**config.mk**
```make
export PLATFORM = sky130hd
export DESIGN_NAME = ddr_arbiter_flat
export DESIGN_NICKNAME = d
export VERILOG_FILES = /design/src/rtl/ddr_pkg.sv /design/src/rtl/ddr_arbiter_if.sv /design/src/rtl/ddr_rr_sel.sv /design/src/rtl/ddr_arbiter.sv /design/src/flat_wrapper.sv
export SDC_FILE = /design/constraint.sdc
export NUM_CORES = 1
export LEC_CHECK = 0
export CAP_MARGIN = 20
export CORE_AREA = 3 3 583 585
export CTS_CLUSTER_SIZE = 24
export DETAILED_ROUTE_END_ITERATION = 8
export DIE_AREA = 0 0 586 588
export GPL_TIMING_DRIVEN = 0
export PLACE_DENSITY_LB_ADDON = 0.3
export SYNTH_ARGS = -nofsm -noshare
export SYNTH_HDL_FRONTEND = slang
export SYNTH_SLANG_ARGS = --single-unit
```
**constraint.sdc**
```tcl
create_clock -name clock -period 1.75 [get_ports clock]
set_clock_uncertainty 0.15 [all_clocks]
set_input_delay 0.4375 -clock clock [delete_from_list [all_inputs] [get_ports clock]]
set_output_delay 0.4375 -clock clock [all_outputs]
set_load 0.01 [all_outputs]
```
**src/rtl/ddr_pkg.sv**
```systemverilog
// Shared types and constants for the DDR arbiter and its round-robin selector.
package ddr_pkg;

    localparam int unsigned DDR_INDEX_W = 19;
    localparam int unsigned WORD_W      = 64;
    localparam int unsigned BURST_WORDS = 8;

    // Bit positions inside the one-hot grant vector.
    localparam int unsigned GNT_IFU = 0;
    localparam int unsigned GNT_LSU = 1;

    typedef enum logic [1:0] {
        ST_IDLE  = 2'd0,
        ST_ISSUE = 2'd1,
        ST_WAIT  = 2'd2,
        ST_RESP  = 2'd3
    } state_e;

    typedef enum logic {
        REQ_IFU = 1'b0,
        REQ_LSU = 1'b1
    } req_id_e;

    // Latched DDR command, held on the DDR pins from ISSUE through WAIT.
    typedef struct packed {
        logic [DDR_INDEX_W-1:0] index;
        logic                   write;
        logic                   burst;
        logic [WORD_W-1:0]      wmask;
        logic [WORD_W-1:0]      wdata;
    } ddr_cmd_t;

endpackage

```
**src/rtl/ddr_arbiter_if.sv**
```systemverilog
// Requester-side bundle: IFU burst-read port and LSU single-word port.
interface ddr_arbiter_if #(
    parameter int unsigned INDEX_W     = 19,
    parameter int unsigned BURST_WORDS = 8
);
    localparam int unsigned LINE_W = 64 * BURST_WORDS;

    logic               ifu_req_valid;
    logic [INDEX_W-1:0] ifu_req_index;
    logic               ifu_req_ready;
    logic               ifu_resp_valid;
    logic [LINE_W-1:0]  ifu_resp_data;
    logic               ifu_flush;

    logic               lsu_req_valid;
    logic               lsu_req_write;
    logic [INDEX_W-1:0] lsu_req_index;
    logic [63:0]        lsu_req_wdata;
    logic [63:0]        lsu_req_wmask;
    logic               lsu_req_ready;
    logic               lsu_resp_valid;
    logic [63:0]        lsu_resp_data;

    // Requester side.
    modport master (
        output ifu_req_valid, ifu_req_index, ifu_flush,
        input  ifu_req_ready, ifu_resp_valid, ifu_resp_data,
        output lsu_req_valid, lsu_req_write, lsu_req_index, lsu_req_wdata, lsu_req_wmask,
        input  lsu_req_ready, lsu_resp_valid, lsu_resp_data
    );

    // Arbiter side.
    modport slave (
        input  ifu_req_valid, ifu_req_index, ifu_flush,
        output ifu_req_ready, ifu_resp_valid, ifu_resp_data,
        input  lsu_req_valid, lsu_req_write, lsu_req_index, lsu_req_wdata, lsu_req_wmask,
        output lsu_req_ready, lsu_resp_valid, lsu_resp_data
    );
endinterface

```
**src/rtl/ddr_rr_sel.sv**
```systemverilog
// Two-way round-robin selector: on contention the requester not granted last wins.
module ddr_rr_sel
    import ddr_pkg::*;
(
    input  logic    req_ifu,
    input  logic    req_lsu,
    input  req_id_e last_grant,
    output logic [1:0] grant
);

    // One-hot grant from the two request bits and the last-grant history.
    always_comb begin
        grant = 2'b00;
        if (req_ifu && req_lsu) begin
            if (last_grant == REQ_IFU) begin
                grant[GNT_LSU] = 1'b1;
            end else begin
                grant[GNT_IFU] = 1'b1;
            end
        end else if (req_ifu) begin
            grant[GNT_IFU] = 1'b1;
        end else if (req_lsu) begin
            grant[GNT_LSU] = 1'b1;
        end
    end

endmodule

```
**src/rtl/ddr_arbiter.sv**
```systemverilog
// Arbitrates IFU burst reads and LSU single-word accesses onto one DDR port.
module ddr_arbiter
    import ddr_pkg::*;
#(
    parameter int unsigned INDEX_W     = 19,
    parameter int unsigned BURST_WORDS = ddr_pkg::BURST_WORDS
) (
    input  logic                   clock,
    input  logic                   reset,

    ddr_arbiter_if.slave           bus,

    output logic                   ddr_chip_enable,
    output logic [DDR_INDEX_W-1:0] ddr_index,
    output logic                   ddr_write_enable,
    output logic                   ddr_burst_mode,
    output logic [WORD_W-1:0]      ddr_opstore_write_mask,
    output logic [WORD_W-1:0]      ddr_opstore_write_data,

    input  logic [WORD_W-1:0]      ddr_opload_read_data,
    input  logic [WORD_W*BURST_WORDS-1:0] ddr_pc_read_inst,
    input  logic                   ddr_operation_done,
    input  logic                   ddr_ready
);

    localparam int unsigned LINE_W = WORD_W * BURST_WORDS;

    state_e            state_q, state_d;
    req_id_e           last_q, last_d;
    req_id_e           owner_q, owner_d;
    logic              drop_q, drop_d;
    ddr_cmd_t          cmd_q, cmd_d;
    logic              ce_q, ce_d;
    logic [LINE_W-1:0] ifu_rdata_q, ifu_rdata_d;
    logic [WORD_W-1:0] lsu_rdata_q, lsu_rdata_d;
    logic              ifu_rvalid_q, ifu_rvalid_d;
    logic              lsu_rvalid_q, lsu_rvalid_d;

    logic [INDEX_W-1:0] ifu_idx;
    logic [INDEX_W-1:0] lsu_idx;
    logic               ifu_cand;
    logic [1:0]         grant;
    logic               can_grant;
    logic               gnt_ifu;
    logic               gnt_lsu;
    logic               flush_hit;

    assign ifu_idx = bus.ifu_req_index;
    assign lsu_idx = bus.lsu_req_index;

    // A flush in IDLE removes the IFU from arbitration for that cycle.
    assign ifu_cand = bus.ifu_req_valid & ~bus.ifu_flush;

    ddr_rr_sel u_rr_sel (
        .req_ifu    (ifu_cand),
        .req_lsu    (bus.lsu_req_valid),
        .last_grant (last_q),
        .grant      (grant)
    );

    // Grants only happen in IDLE with the DDR free and reset released.
    assign can_grant = (state_q == ST_IDLE) & ddr_ready & ~reset;
    assign gnt_ifu   = can_grant & grant[GNT_IFU];
    assign gnt_lsu   = can_grant & grant[GNT_LSU];
    assign flush_hit = bus.ifu_flush & (owner_q == REQ_IFU);

    assign bus.ifu_req_ready  = gnt_ifu;
    assign bus.lsu_req_ready  = gnt_lsu;
    assign bus.ifu_resp_valid = ifu_rvalid_q & ~bus.ifu_flush;
    assign bus.ifu_resp_data  = ifu_rdata_q;
    assign bus.lsu_resp_valid = lsu_rvalid_q;
    assign bus.lsu_resp_data  = lsu_rdata_q;

    assign ddr_chip_enable        = ce_q;
    assign ddr_index              = cmd_q.index;
    assign ddr_write_enable       = cmd_q.write;
    assign ddr_burst_mode         = cmd_q.burst;
    assign ddr_opstore_write_mask = cmd_q.wmask;
    assign ddr_opstore_write_data = cmd_q.wdata;

    // Next-state, command latch and response capture.
    always_comb begin
        state_d      = state_q;
        last_d       = last_q;
        owner_d      = owner_q;
        drop_d       = drop_q;
        cmd_d        = cmd_q;
        ce_d         = 1'b0;
        ifu_rdata_d  = ifu_rdata_q;
        lsu_rdata_d  = lsu_rdata_q;
        ifu_rvalid_d = 1'b0;
        lsu_rvalid_d = 1'b0;

        unique case (state_q)
            ST_IDLE: begin
                if (gnt_ifu) begin
                    owner_d     = REQ_IFU;
                    last_d      = REQ_IFU;
                    drop_d      = 1'b0;
                    cmd_d.index = DDR_INDEX_W'(ifu_idx);
                    cmd_d.write = 1'b0;
                    cmd_d.burst = 1'b1;
                    cmd_d.wmask = '0;
                    cmd_d.wdata = '0;
                    ce_d        = 1'b1;
                    state_d     = ST_ISSUE;
                end else if (gnt_lsu) begin
                    owner_d     = REQ_LSU;
                    last_d      = REQ_LSU;
                    drop_d      = 1'b0;
                    cmd_d.index = DDR_INDEX_W'(lsu_idx);
                    cmd_d.write = bus.lsu_req_write;
                    cmd_d.burst = 1'b0;
                    cmd_d.wmask = bus.lsu_req_wmask;
                    cmd_d.wdata = bus.lsu_req_wdata;
                    ce_d        = 1'b1;
                    state_d     = ST_ISSUE;
                end
            end
            ST_ISSUE: begin
                if (flush_hit) begin
                    drop_d = 1'b1;
                end
                state_d = ST_WAIT;
            end
            ST_WAIT: begin
                if (flush_hit) begin
                    drop_d = 1'b1;
                end
                if (ddr_operation_done) begin
                    state_d = ST_RESP;
                    if (owner_q == REQ_IFU) begin
                        ifu_rdata_d  = ddr_pc_read_inst;
                        ifu_rvalid_d = ~(drop_q | flush_hit);
                    end else begin
                        lsu_rdata_d  = cmd_q.write ? '0 : ddr_opload_read_data;
                        lsu_rvalid_d = 1'b1;
                    end
                end
            end
            ST_RESP: begin
                drop_d  = 1'b0;
                state_d = ST_IDLE;
            end
            default: begin
                state_d = ST_IDLE;
            end
        endcase
    end

    // State and output registers with synchronous reset.
    always_ff @(posedge clock) begin
        if (reset) begin
            state_q      <= ST_IDLE;
            last_q       <= REQ_IFU;
            owner_q      <= REQ_IFU;
            drop_q       <= 1'b0;
            cmd_q        <= '0;
            ce_q         <= 1'b0;
            ifu_rdata_q  <= '0;
            lsu_rdata_q  <= '0;
            ifu_rvalid_q <= 1'b0;
            lsu_rvalid_q <= 1'b0;
        end else begin
            state_q      <= state_d;
            last_q       <= last_d;
            owner_q      <= owner_d;
            drop_q       <= drop_d;
            cmd_q        <= cmd_d;
            ce_q         <= ce_d;
            ifu_rdata_q  <= ifu_rdata_d;
            lsu_rdata_q  <= lsu_rdata_d;
            ifu_rvalid_q <= ifu_rvalid_d;
            lsu_rvalid_q <= lsu_rvalid_d;
        end
    end

endmodule

```
**src/flat_wrapper.sv**
```systemverilog
// flat-port wrapper written by rule: the top's interface ports become plain ports
module ddr_arbiter_flat import ddr_pkg::*;
#(
    parameter int unsigned INDEX_W     = 19,
    parameter int unsigned BURST_WORDS = ddr_pkg::BURST_WORDS
)
  (clock, reset, ddr_chip_enable, ddr_index, ddr_write_enable, ddr_burst_mode, ddr_opstore_write_mask, ddr_opstore_write_data, ddr_opload_read_data, ddr_pc_read_inst, ddr_operation_done, ddr_ready, bus_ifu_req_valid, bus_ifu_req_index, bus_ifu_flush, bus_ifu_req_ready, bus_ifu_resp_valid, bus_ifu_resp_data, bus_lsu_req_valid, bus_lsu_req_write, bus_lsu_req_index, bus_lsu_req_wdata, bus_lsu_req_wmask, bus_lsu_req_ready, bus_lsu_resp_valid, bus_lsu_resp_data);
  ddr_arbiter_if #(.INDEX_W(INDEX_W), .BURST_WORDS(BURST_WORDS)) bus_i ();
  input  logic clock;
  input  logic reset;
  output logic ddr_chip_enable;
  output logic [DDR_INDEX_W-1:0] ddr_index;
  output logic ddr_write_enable;
  output logic ddr_burst_mode;
  output logic [WORD_W-1:0] ddr_opstore_write_mask;
  output logic [WORD_W-1:0] ddr_opstore_write_data;
  input  logic [WORD_W-1:0] ddr_opload_read_data;
  input  logic [WORD_W*BURST_WORDS-1:0] ddr_pc_read_inst;
  input  logic ddr_operation_done;
  input  logic ddr_ready;
  input wire logic [$bits(bus_i.ifu_req_valid)-1:0] bus_ifu_req_valid;
  input wire logic [$bits(bus_i.ifu_req_index)-1:0] bus_ifu_req_index;
  input wire logic [$bits(bus_i.ifu_flush)-1:0] bus_ifu_flush;
  output wire logic [$bits(bus_i.ifu_req_ready)-1:0] bus_ifu_req_ready;
  output wire logic [$bits(bus_i.ifu_resp_valid)-1:0] bus_ifu_resp_valid;
  output wire logic [$bits(bus_i.ifu_resp_data)-1:0] bus_ifu_resp_data;
  input wire logic [$bits(bus_i.lsu_req_valid)-1:0] bus_lsu_req_valid;
  input wire logic [$bits(bus_i.lsu_req_write)-1:0] bus_lsu_req_write;
  input wire logic [$bits(bus_i.lsu_req_index)-1:0] bus_lsu_req_index;
  input wire logic [$bits(bus_i.lsu_req_wdata)-1:0] bus_lsu_req_wdata;
  input wire logic [$bits(bus_i.lsu_req_wmask)-1:0] bus_lsu_req_wmask;
  output wire logic [$bits(bus_i.lsu_req_ready)-1:0] bus_lsu_req_ready;
  output wire logic [$bits(bus_i.lsu_resp_valid)-1:0] bus_lsu_resp_valid;
  output wire logic [$bits(bus_i.lsu_resp_data)-1:0] bus_lsu_resp_data;
  assign bus_i.ifu_req_valid = bus_ifu_req_valid;
  assign bus_i.ifu_req_index = bus_ifu_req_index;
  assign bus_i.ifu_flush = bus_ifu_flush;
  assign bus_ifu_req_ready = bus_i.ifu_req_ready;
  assign bus_ifu_resp_valid = bus_i.ifu_resp_valid;
  assign bus_ifu_resp_data = bus_i.ifu_resp_data;
  assign bus_i.lsu_req_valid = bus_lsu_req_valid;
  assign bus_i.lsu_req_write = bus_lsu_req_write;
  assign bus_i.lsu_req_index = bus_lsu_req_index;
  assign bus_i.lsu_req_wdata = bus_lsu_req_wdata;
  assign bus_i.lsu_req_wmask = bus_lsu_req_wmask;
  assign bus_lsu_req_ready = bus_i.lsu_req_ready;
  assign bus_lsu_resp_valid = bus_i.lsu_resp_valid;
  assign bus_lsu_resp_data = bus_i.lsu_resp_data;
  ddr_arbiter #(.INDEX_W(INDEX_W), .BURST_WORDS(BURST_WORDS)) u_core (.clock(clock), .reset(reset), .bus(bus_i), .ddr_chip_enable(ddr_chip_enable), .ddr_index(ddr_index), .ddr_write_enable(ddr_write_enable), .ddr_burst_mode(ddr_burst_mode), .ddr_opstore_write_mask(ddr_opstore_write_mask), .ddr_opstore_write_data(ddr_opstore_write_data), .ddr_opload_read_data(ddr_opload_read_data), .ddr_pc_read_inst(ddr_pc_read_inst), .ddr_operation_done(ddr_operation_done), .ddr_ready(ddr_ready));
endmodule
```
Yosys cells after proc, flatten, opt, wreduce, memory -nomap -nowiden
Index checks and enable logic that the tools add are counted.
Operators by class
  equality and inequality tests: 6
  muxes and demuxes: 21
  bitwise gates (word level): 15
  reductions and logical operators: 12
Operators with widths (count)
  $mux W149: 2
  $mux W64: 1
  $mux W1: 12
  $mux W2: 4
  $pmux W2 S4: 1
  $and A1 B1 Y1: 7
  $not A1 Y1: 7
  $reduce_and A2 Y1: 3
  $reduce_and A3 Y1: 2
  $eq A2 B2 Y1 const B: 2
  $reduce_or A2 Y1: 2
  $reduce_or A4 Y1: 1
  $ne A3 B3 Y1 const B: 1
  $pmux W1 S3: 1
  $reduce_or A3 Y1: 1
  $eq A2 B1 Y1 const B: 1
  $logic_not A2 Y1: 1
  $ne A2 B1 Y1 const B: 1
  $ne A2 B2 Y1 const B: 1
  $reduce_bool A2 Y1: 1
  $logic_and A1 B1 Y1: 1
  $or A1 B1 Y1: 1
Storage, ports and cells
  register bits: 732
  input port bits: 750
  output and inout bits: 730
  logic and storage cells: 67

Depth between registers and ports, before layout
Gate-level depths: netlist (run 1).
  depth in word-level cells: 8
  gate-level depth with buffers: 9

By module
From an unflattened synthesis (run 1), not the netlist that was laid out.
Second synthesis, totals
  cells, all modules: 2803
  area, all modules: 24407.2 µm²
Modules (own cells, without submodules)
  ddr_arbiter: times used 1, cells an instance 2800, area an instance 24388.4 µm²
  ddr_rr_sel: times used 1, cells an instance 3, area an instance 18.8 µm²

Worst setup path before layout (run 1)
No wires, ideal clock.
  path type: reg-to-output
  start: reg u_core.state_q[0]
  end: out bus_lsu_req_ready
  arrival: 1297 ps
  required time: 1162 ps
  slack: -135 ps
  cell stages (with the launch flop): 6
  buffers on the path: 1
  cell sequence: dfxtp_1 -> inv_1 -> ha_1 -> nand3b_1 -> a311oi_2 -> buf_2
Between the ends
  word-level cells in the longest chain between the ends: 4
Ends and longest elaborated chain
  start, declared: line ddr_arbiter.sv:28  | state_e state_q, state_d;
  start signal, assigned: line ddr_arbiter.sv:165  | state_q <= state_d;
  $logic_not A2 Y1: line ddr_arbiter.sv:62  | assign can_grant = (state_q == ST_IDLE) & ddr_ready & ~reset;
  $and A1 B1 Y1 (2 in a row): line ddr_arbiter.sv:62
  $and A1 B1 Y1: line ddr_arbiter.sv:64  | assign gnt_lsu = can_grant & grant[GNT_LSU];
  end, declared: line flat_wrapper.sv:32  | output wire logic [$bits(bus_i.lsu_req_ready)-1:0] bus_lsu_req_ready;
Every way passes these cells.

Final worst setup path (run 1)
  start: reg u_core.state_q[0]
  end: out bus_ifu_req_ready
Between the ends
  word-level cells in the longest chain between the ends: 4
Ends and longest elaborated chain
  $logic_not A2 Y1: line ddr_arbiter.sv:62
  $and A1 B1 Y1 (2 in a row): line ddr_arbiter.sv:62
  $and A1 B1 Y1: line ddr_arbiter.sv:63  | assign gnt_ifu = can_grant & grant[GNT_IFU];
  end, declared: line flat_wrapper.sv:24  | output wire logic [$bits(bus_i.ifu_req_ready)-1:0] bus_ifu_req_ready;
Every way passes these cells.

==> impl_metrics.csv, run 1 <==
group,metric,value,unit
route,finalWirelength,296000,µm
synth,muxShareOfSynthArea,0.00819,
timing,whs,0.0761,ns
route,drt-initial-drc-count,1712,
grt,grt_max_degree,17,
status,violations,"negative setup slack",
setup_path,startpoint,"u_core.state_q[0]",
finish,drive_gt1_frac,0.304,
clock_tree,clk_path_buf_depth,4,
finish,final_nets,5714,
clock_tree,htree_num_levels,3,
grt,grt_first_pass_wirelength,353000,µm
floorplan,coreArea,336000,µm²
synth,postSynthCellCount,2779,
synth,async_flop_share,0,
synth,ys_ff_latch,732,
setup_path,cp_data_required_time,1.16,ns
timing,fin_crit,2.69,ns
pwr,max-vdd-ir-drop,0.732,mV
synth,synth_warnings,0,
synth,syn_avg_cell_area,8.80,µm²
floorplan,die-area,345000,µm²
setup_path,r2r_cells,9,
clock_tree,path_clk_slew,0.06,ns
setup_path,arrival,2.10,ns
route,drcViolationCount,0,
job,maxCapViolCount,0,
timing,fmax,372,MHz
synth,synth_simple_gate_area_share,0.165,
timing,finalCritPeriodShare,1.54,
route,num_vias,31200,
grt,grt.total_usage,0.160,
timing,hold_violations,0,
setup_path,end_kind,"output port",
synth,yosys_most_used_dff,"dfxtp_1",
floorplan,die_x,586,µm
setup_path,r2r_end,"u_core.ddr_index[17]",
clock_tree,cts_tree,"yes",
route,detail-route-antenna-nets,0,
place,dp_hpwl,250000,µm
timing,setup_viol,1460,
clock_tree,insertion_delay,0.84,ns
status,outcome,"complete, but fails checks",
synth,synthAdderAreaFrac,0.00154,
place,gp_congestion,0.948,
floorplan,rows,213,
timing,slew_headroom,0.439,
route,first_pass_iters,5,
pwr,power-per-cell-area,902,nW/µm²
synth,synth-xor-area-share,0,
floorplan,die-height,588,µm
timing,tightest_slew,0.842,ns
pwr,p_leak,0.0213,µW
clock_tree,cts_inserted_buffers,102,
synth,netlist_area,24400,µm²
grt,grt_pass1_vias,30100,
synth,seq_area_frac_synth,0.599,
setup_path,endpoint,"bus_ifu_req_ready",
setup_path,start_kind,"register",
grt,antenna_found_initial,224,
setup_path,r2r_start,"u_core.state_q[0]",
synth,synth_cell_type_count,28,
synth,synth-compound-area-share,0.183,
timing,setup_slack,-0.938,ns
pwr,p_total,54800,µW
synth,synth_edf_count,0,
setup_path,crit_fanout,3,
synth,syn_nets,3532,
timing,slew_viol_final,0,
clock_tree,cts.sinks,732,
finish,fin_area,60700,µm²
finish,syn2layout_area_growth,148,%
grt,grt.overflow.total,0,
floorplan,start_util,0.0728,
synth,synth_top_family_by_area,"compound AO/OA/AOI/OAI gates",
route,drt-wirelength-per-cell,31.2,µm
place,io_buffers,1479,
route,viasPerCell,3.29,
timing,rsz0062_at_grt,"true",
setup_path,r2r_slack,-0.60,ns
place,postPlaceCellArea,44900,µm²
floorplan,pin_count,1480,
setup_path,crit_type,"register to output port",
clock_tree,clockRootBuffer,"clkbuf_16",
worst_hold_path,hp-class,"primary input to register",
[routing by layer]
metal / vias up / routed length (µm) / global-route usage
met5: - / 1100 / 0
met4: 150 / 10000 / 0.0398
met3: 556 / 34600 / 0.0709
met2: 1692 / 141000 / 0.276
li1: 13800 / - / -
met1: 15100 / 110000 / 0.179
[registers in the layout (all words and copies together), names as in the netlist, 2 cells and up]
| name | count |
|---|---|
| u_core.bus.ifu_resp_data | 512 |
| u_core.bus.lsu_resp_data | 64 |
| u_core.ddr_index | 19 |
| u_core.ddr_opstore_write_data | 64 |
| u_core.ddr_opstore_write_mask | 64 |
| u_core.state_q | 2 |
[cell usage after synthesis (2+ instances only)]
library cell,instances,area [µm²]
a211oi_1,21,158
a21oi_1,513,2570
a22o_1,193,1690
buf_2,125,626
buf_4,11,82.6
clkbuf_1,83,312
dfxtp_1,732,14700
ha_1,3,37.5
inv_1,6,22.5
mux2i_1,20,200
nand2_1,1025,3850
nand2b_1,2,12.5
nor2_1,26,97.6
nor2b_1,4,25.0
nor3_2,2,20.0
[stage by stage]
step / util / setup slack, ns / std cells / TNS (ns)
finish: 0.181 / -0.938 / 9495 / -602.47
global route: 0.181 / -1.11 / 9471 / -719.37
CTS: 0.162 / -1.06 / 9283 / -999.91
detailed placement: 0.134 / -2.74 / 8671 / -1371.27
global placement: 0.133 / -4.48 / 8665 / -2260.29
floorplan: - / -0.0916 / 2779 / -17.73
[cell type report]
| class | count | area (µm²) |
|---|---|---|
| fillers | 37200 | 275000 |
| flip-flops and latches | 732 | 15200 |
| inverters | 6 | 27.5 |
| diodes | 48 | 120 |
| repair buffers | 2084 | 22800 |
| clock inverters | 47 | 643 |
| plain buffers | 214 | 2260 |
| well taps | 4407 | 5510 |
| clock buffers | 136 | 2870 |
| multi-input cells | 1821 | 11300 |
[kinds of logic (layout without fill, tap and decap cells)]
group | after synthesis | after routing
AO/OA/AOI/OAI | 733 | 733
adder cells (fa/ha/maj) | 3 | 3
buffers and inverters | 226 | 2487
flip-flops | 732 | 732
multiplexers | 20 | 20
other | 0 | 48
AND/OR/NAND/NOR | 1065 | 1065
[worst max-delay path, stage by stage, from the launching register on]
cell and delay [ns]:
dfxtp_2 0.34, inv_4 0.06, ha_4 0.13, nand3b_1 0.15, buf_6 0.17, nor3_4 0.15
buf_6 0.15, buf_6 0.10
[cell usage in the layout, fill, tap and decap left out, types with 4 or more instances in the layout]
| master | netlist | routed |
|---|---|---|
| buf_12 | 0 | 77 |
| nand2_1 | 1025 | 777 |
| diode_2 | 0 | 48 |
| buf_6 | 0 | 226 |
| clkdlybuf4s50_1 | 0 | 1220 |
| dfxtp_4 | 0 | 98 |
| clkinv_2 | 0 | 16 |
| clkbuf_1 | 83 | 58 |
| clkbuf_4 | 0 | 6 |
| nand2_4 | 0 | 192 |
| clkinvlp_4 | 0 | 7 |
| nand2_2 | 0 | 51 |
| dfxtp_1 | 732 | 487 |
| buf_4 | 11 | 107 |
| mux2i_1 | 20 | 13 |
| dfxtp_2 | 0 | 147 |
| nand2_8 | 0 | 5 |
| a21oi_2 | 1 | 196 |
| dlygate4sd2_1 | 0 | 11 |
| nor2_1 | 26 | 23 |
| nor2b_1 | 4 | 4 |
| a211oi_1 | 21 | 18 |
| dlygate4sd3_1 | 0 | 378 |
| clkinv_4 | 0 | 4 |
| clkbuf_16 | 0 | 162 |
| buf_16 | 0 | 27 |
| buf_2 | 125 | 42 |
| clkbuf_8 | 0 | 21 |
| buf_8 | 0 | 82 |
| inv_6 | 0 | 5 |
| bufinv_16 | 0 | 11 |
| inv_1 | 6 | 4 |
| mux2i_4 | 0 | 6 |
| a21oi_1 | 513 | 316 |
| a22o_1 | 193 | 193 |
| clkbuf_2 | 0 | 15 |
[timing repair]
action / 4_1_cts / 5_1_grt
endpoints found under the setup margin: 1461 / 1461
resized for setup: 512 / 2588
hold buffers: 378 / 0
pin swaps: 77 / 289
hold endpoints to repair: 378 / 0
cloned: 17 / 53
buffers inserted: 40 / 121
[power breakdown]
part | switching, µW | total (µW) | leakage, µW | internal [µW]
sequential | 938 | 18700 | 0.00607 | 17700
clock | 9290 | 22500 | 0.00171 | 13200
combinational | 6680 | 13700 | 0.0135 | 6980
total | 16900 | 54800 | 0.0213 | 37900
[how the worst min path moves through the flow]
| stage | end | cells after the start | start | slack, ns |
|---|---|---|---|---|
| 2_1_floorplan | u_core.ifu_rvalid_q | 1 | u_core.drop_q | 0.25 |
| 3_3_place_gp | u_core.ifu_rvalid_q | 1 | u_core.drop_q | 0.27 |
| 6_report | u_core.bus.ifu_resp_data[205] | 3 | ddr_pc_read_inst[205] | 0.08 |
| 3_5_place_dp | u_core.ifu_rvalid_q | 1 | u_core.drop_q | 0.27 |
| 4_1_cts | u_core.bus.ifu_resp_data[150] | 3 | ddr_pc_read_inst[150] | 0.00005 |
| 5_1_grt | u_core.bus.ifu_resp_data[421] | 3 | ddr_pc_read_inst[421] | 0.02 |
Note: power is estimated with default switching activity, not from simulation.
==> inputs of run 2 (changes only) <==
- SKIP_LAST_GASP: unset -> 1
==> impl_metrics.csv, run 2 (synthesis gave the netlist of run 1 again) <==
group,metric,value,unit
setup_path,crit_top_cell,"buf_6",
setup_path,crit_fanout,3,
timing,finalCritPeriodShare,1.54,
grt,grt.overflow.total,0,
pwr,p_switching,16300,µW
grt,grt_pass1_vias,30100,
finish,fin_area,56800,µm²
pwr,power_frac_clock,0.422,
place,postPlaceCellArea,44900,µm²
setup_path,r2r_end,"u_core.ddr_index[17]",
floorplan,die-height,588,µm
route,drcViolationCount,0,
route,drt-initial-drc-count,1723,
timing,slew_headroom,0.416,
finish,fin_cells,9412,
setup_path,cp_data_required_time,1.16,ns
timing,setup_slack,-0.944,ns
clock_tree,insertion_delay,0.84,ns
setup_path,r2r_slack,-0.61,ns
pwr,p_int,37100,µW
job,maxCapViolCount,0,
pwr,power-per-cell-area,939,nW/µm²
grt,grt_first_pass_wirelength,353000,µm
finish,drive_gt1_frac,0.162,
pwr,max-vdd-ir-drop,0.711,mV
worst_hold_path,holdCritStartpoint,"ddr_pc_read_inst[135]",
finish,layout_commonest_cell,"clkdlybuf4s50_1",
floorplan,die-area,345000,µm²
setup_path,crit_type,"register to output port",
timing,fin_crit,2.69,ns
grt,grt_max_degree,17,
place,dp_hpwl,250000,µm
worst_hold_path,hp-class,"primary input to register",
clock_tree,cts_tree,"yes",
clock_tree,cts.sinks,732,
setup_path,path_delay_family,"buffers and inverters",
setup_path,critical-path-slowest-cell,"dfxtp_2",
finish,final_cell_mix,"clkdlybuf4s50_1 (1,359), nand2_1 (945), dfxtp_1 (640)",
timing,slew_viol_final,0,
clock_tree,clk_path_buf_depth,4,
route,drt-wirelength-per-cell,31.1,µm
finish,final_nets,5630,
pwr,p_leak,0.0195,µW
floorplan,start_util,0.0728,
pwr,p_sw_frac,0.305,
route,finalWirelength,293000,µm
route,num_vias,30600,
place,dp_cells,8671,
pwr,seqPwrFrac,0.347,
status,violations,"negative setup slack",
setup_path,path_cells,"inv_4, ha_4, nand3b_1, buf_6, nor3_4, buf_6, buf_6",
timing,setup_viol,1461,
route,detail-route-antenna-nets,0,
pwr,combPwrFrac,0.231,
timing,fmax,371,MHz
clock_tree,clockRootBuffer,"clkbuf_16",
floorplan,coreArea,336000,µm²
setup_path,cp.buffers_inverters,4,
floorplan,rows,213,
grt,grt.total_usage,0.160,
finish,syn2layout_area_growth,132,%
clock_tree,htree_num_levels,3,
clock_tree,cts_inserted_buffers,102,
timing,hold_violations,0,
grt,antenna_found_initial,229,
floorplan,die_x,586,µm
finish,largest_reg_flops,512,
setup_path,r2r_cells,9,
timing,rsz0062_at_grt,"true",
worst_hold_path,hold_end,"u_core.bus.ifu_resp_data[135]",
setup_path,arrival,2.11,ns
pwr,p_total,53400,µW
worst_hold_path,min_path_cells,3,
place,gp_congestion,0.948,
route,first_pass_iters,5,
floorplan,pin_count,1480,
setup_path,cpPeakStageDelay,0.34,ns
setup_path,r2r_start,"u_core.state_q[0]",
place,io_buffers,1479,
setup_path,end_kind,"output port",
clock_tree,path_clk_slew,0.07,ns
setup_path,start_kind,"register",
route,viasPerCell,3.25,
timing,tightest_slew,0.879,ns
status,outcome,"complete, but fails checks",
==> run 2: cell type report <==
type,instances,area (µm²)
Fill cell,37500,279000
Timing Repair Buffer,1998,21300
Sequential cell,732,14900
Multi-Input combinational cell,1821,9540
Tap cell,4407,5510
Clock buffer,136,2870
Buffer,216,1980
Clock inverter,47,643
Antenna cell,49,123
Inverter,6,27.5
==> run 2: how the worst max path moves through the flow <==
stage / startpoint / slack (ns) / to / depth (start not counted)
final: u_core.state_q[0] / -0.94 / bus_ifu_req_ready / 7
after global routing: u_core.state_q[0] / -1.11 / bus_ifu_req_ready / 7
after CTS: u_core.bus.lsu_resp_data[0] / -1.07 / bus_lsu_resp_data[0] / 1
after detailed placement: ddr_operation_done / -2.74 / u_core.bus.ifu_resp_data[491] / 8
after global placement: ddr_operation_done / -4.48 / u_core.bus.ifu_resp_data[490] / 7
after floorplan: u_core.state_q[1] / -0.09 / bus_lsu_req_ready / 5
==> run 2: worst reg2reg max path, cell delays in order (launching register included) <==
cell      delay, ns
dfxtp_2        0.34
inv_4          0.06
ha_4           0.13
nand3b_1       0.15
buf_6          0.17
nor3_4         0.15
buf_6          0.15
buf_4          0.25
mux2i_1        0.47
a211oi_1       0.14
==> run 2: per-layer routing <==
| metal | global-route usage | part of all wire | vias up |
|---|---|---|---|
| met5 | 0 | 0.0034 | - |
| met4 | 0.0398 | 0.036 | 152 |
| met3 | 0.0710 | 0.12 | 554 |
| met2 | 0.275 | 0.47 | 1657 |
| met1 | 0.178 | 0.37 | 14600 |
| li1 | - | - | 13600 |
==> run 2: through the flow <==
stage                     setup TNS (ns)  worst slack [ns]  hold slack [ns]   util
after floorplan                   -17.73           -0.0916            0.252      -
after global placement          -2260.29             -4.48            0.265  0.133
after detailed placement        -1371.27             -2.74            0.272  0.134
after CTS                       -1043.57             -1.07        0.0000523  0.161
after global routing             -832.66             -1.11           0.0276  0.169
final                            -702.32            -0.944           0.0875  0.169
==> run 2: power by group through the flow <==
stage          Combinational (µW)  Clock (µW)  Sequential [µW]
6_report                    12300       22500            18500
5_1_grt                     12900       23800            18600
4_1_cts                     11600       23300            18500
3_5_place_dp                 9480           0            18800
3_3_place_gp                 9440           0            18800
2_1_floorplan                2320           0            19000
==> run 2: repair_timing <==
item,4_1_cts,5_1_grt
gates resized for setup,338,996
pin swaps,77,68
cloned,17,32
hold buffers,378,0
hold endpoints to repair,378,0
setup buffers,40,56
setup endpoints to repair,1461,1461
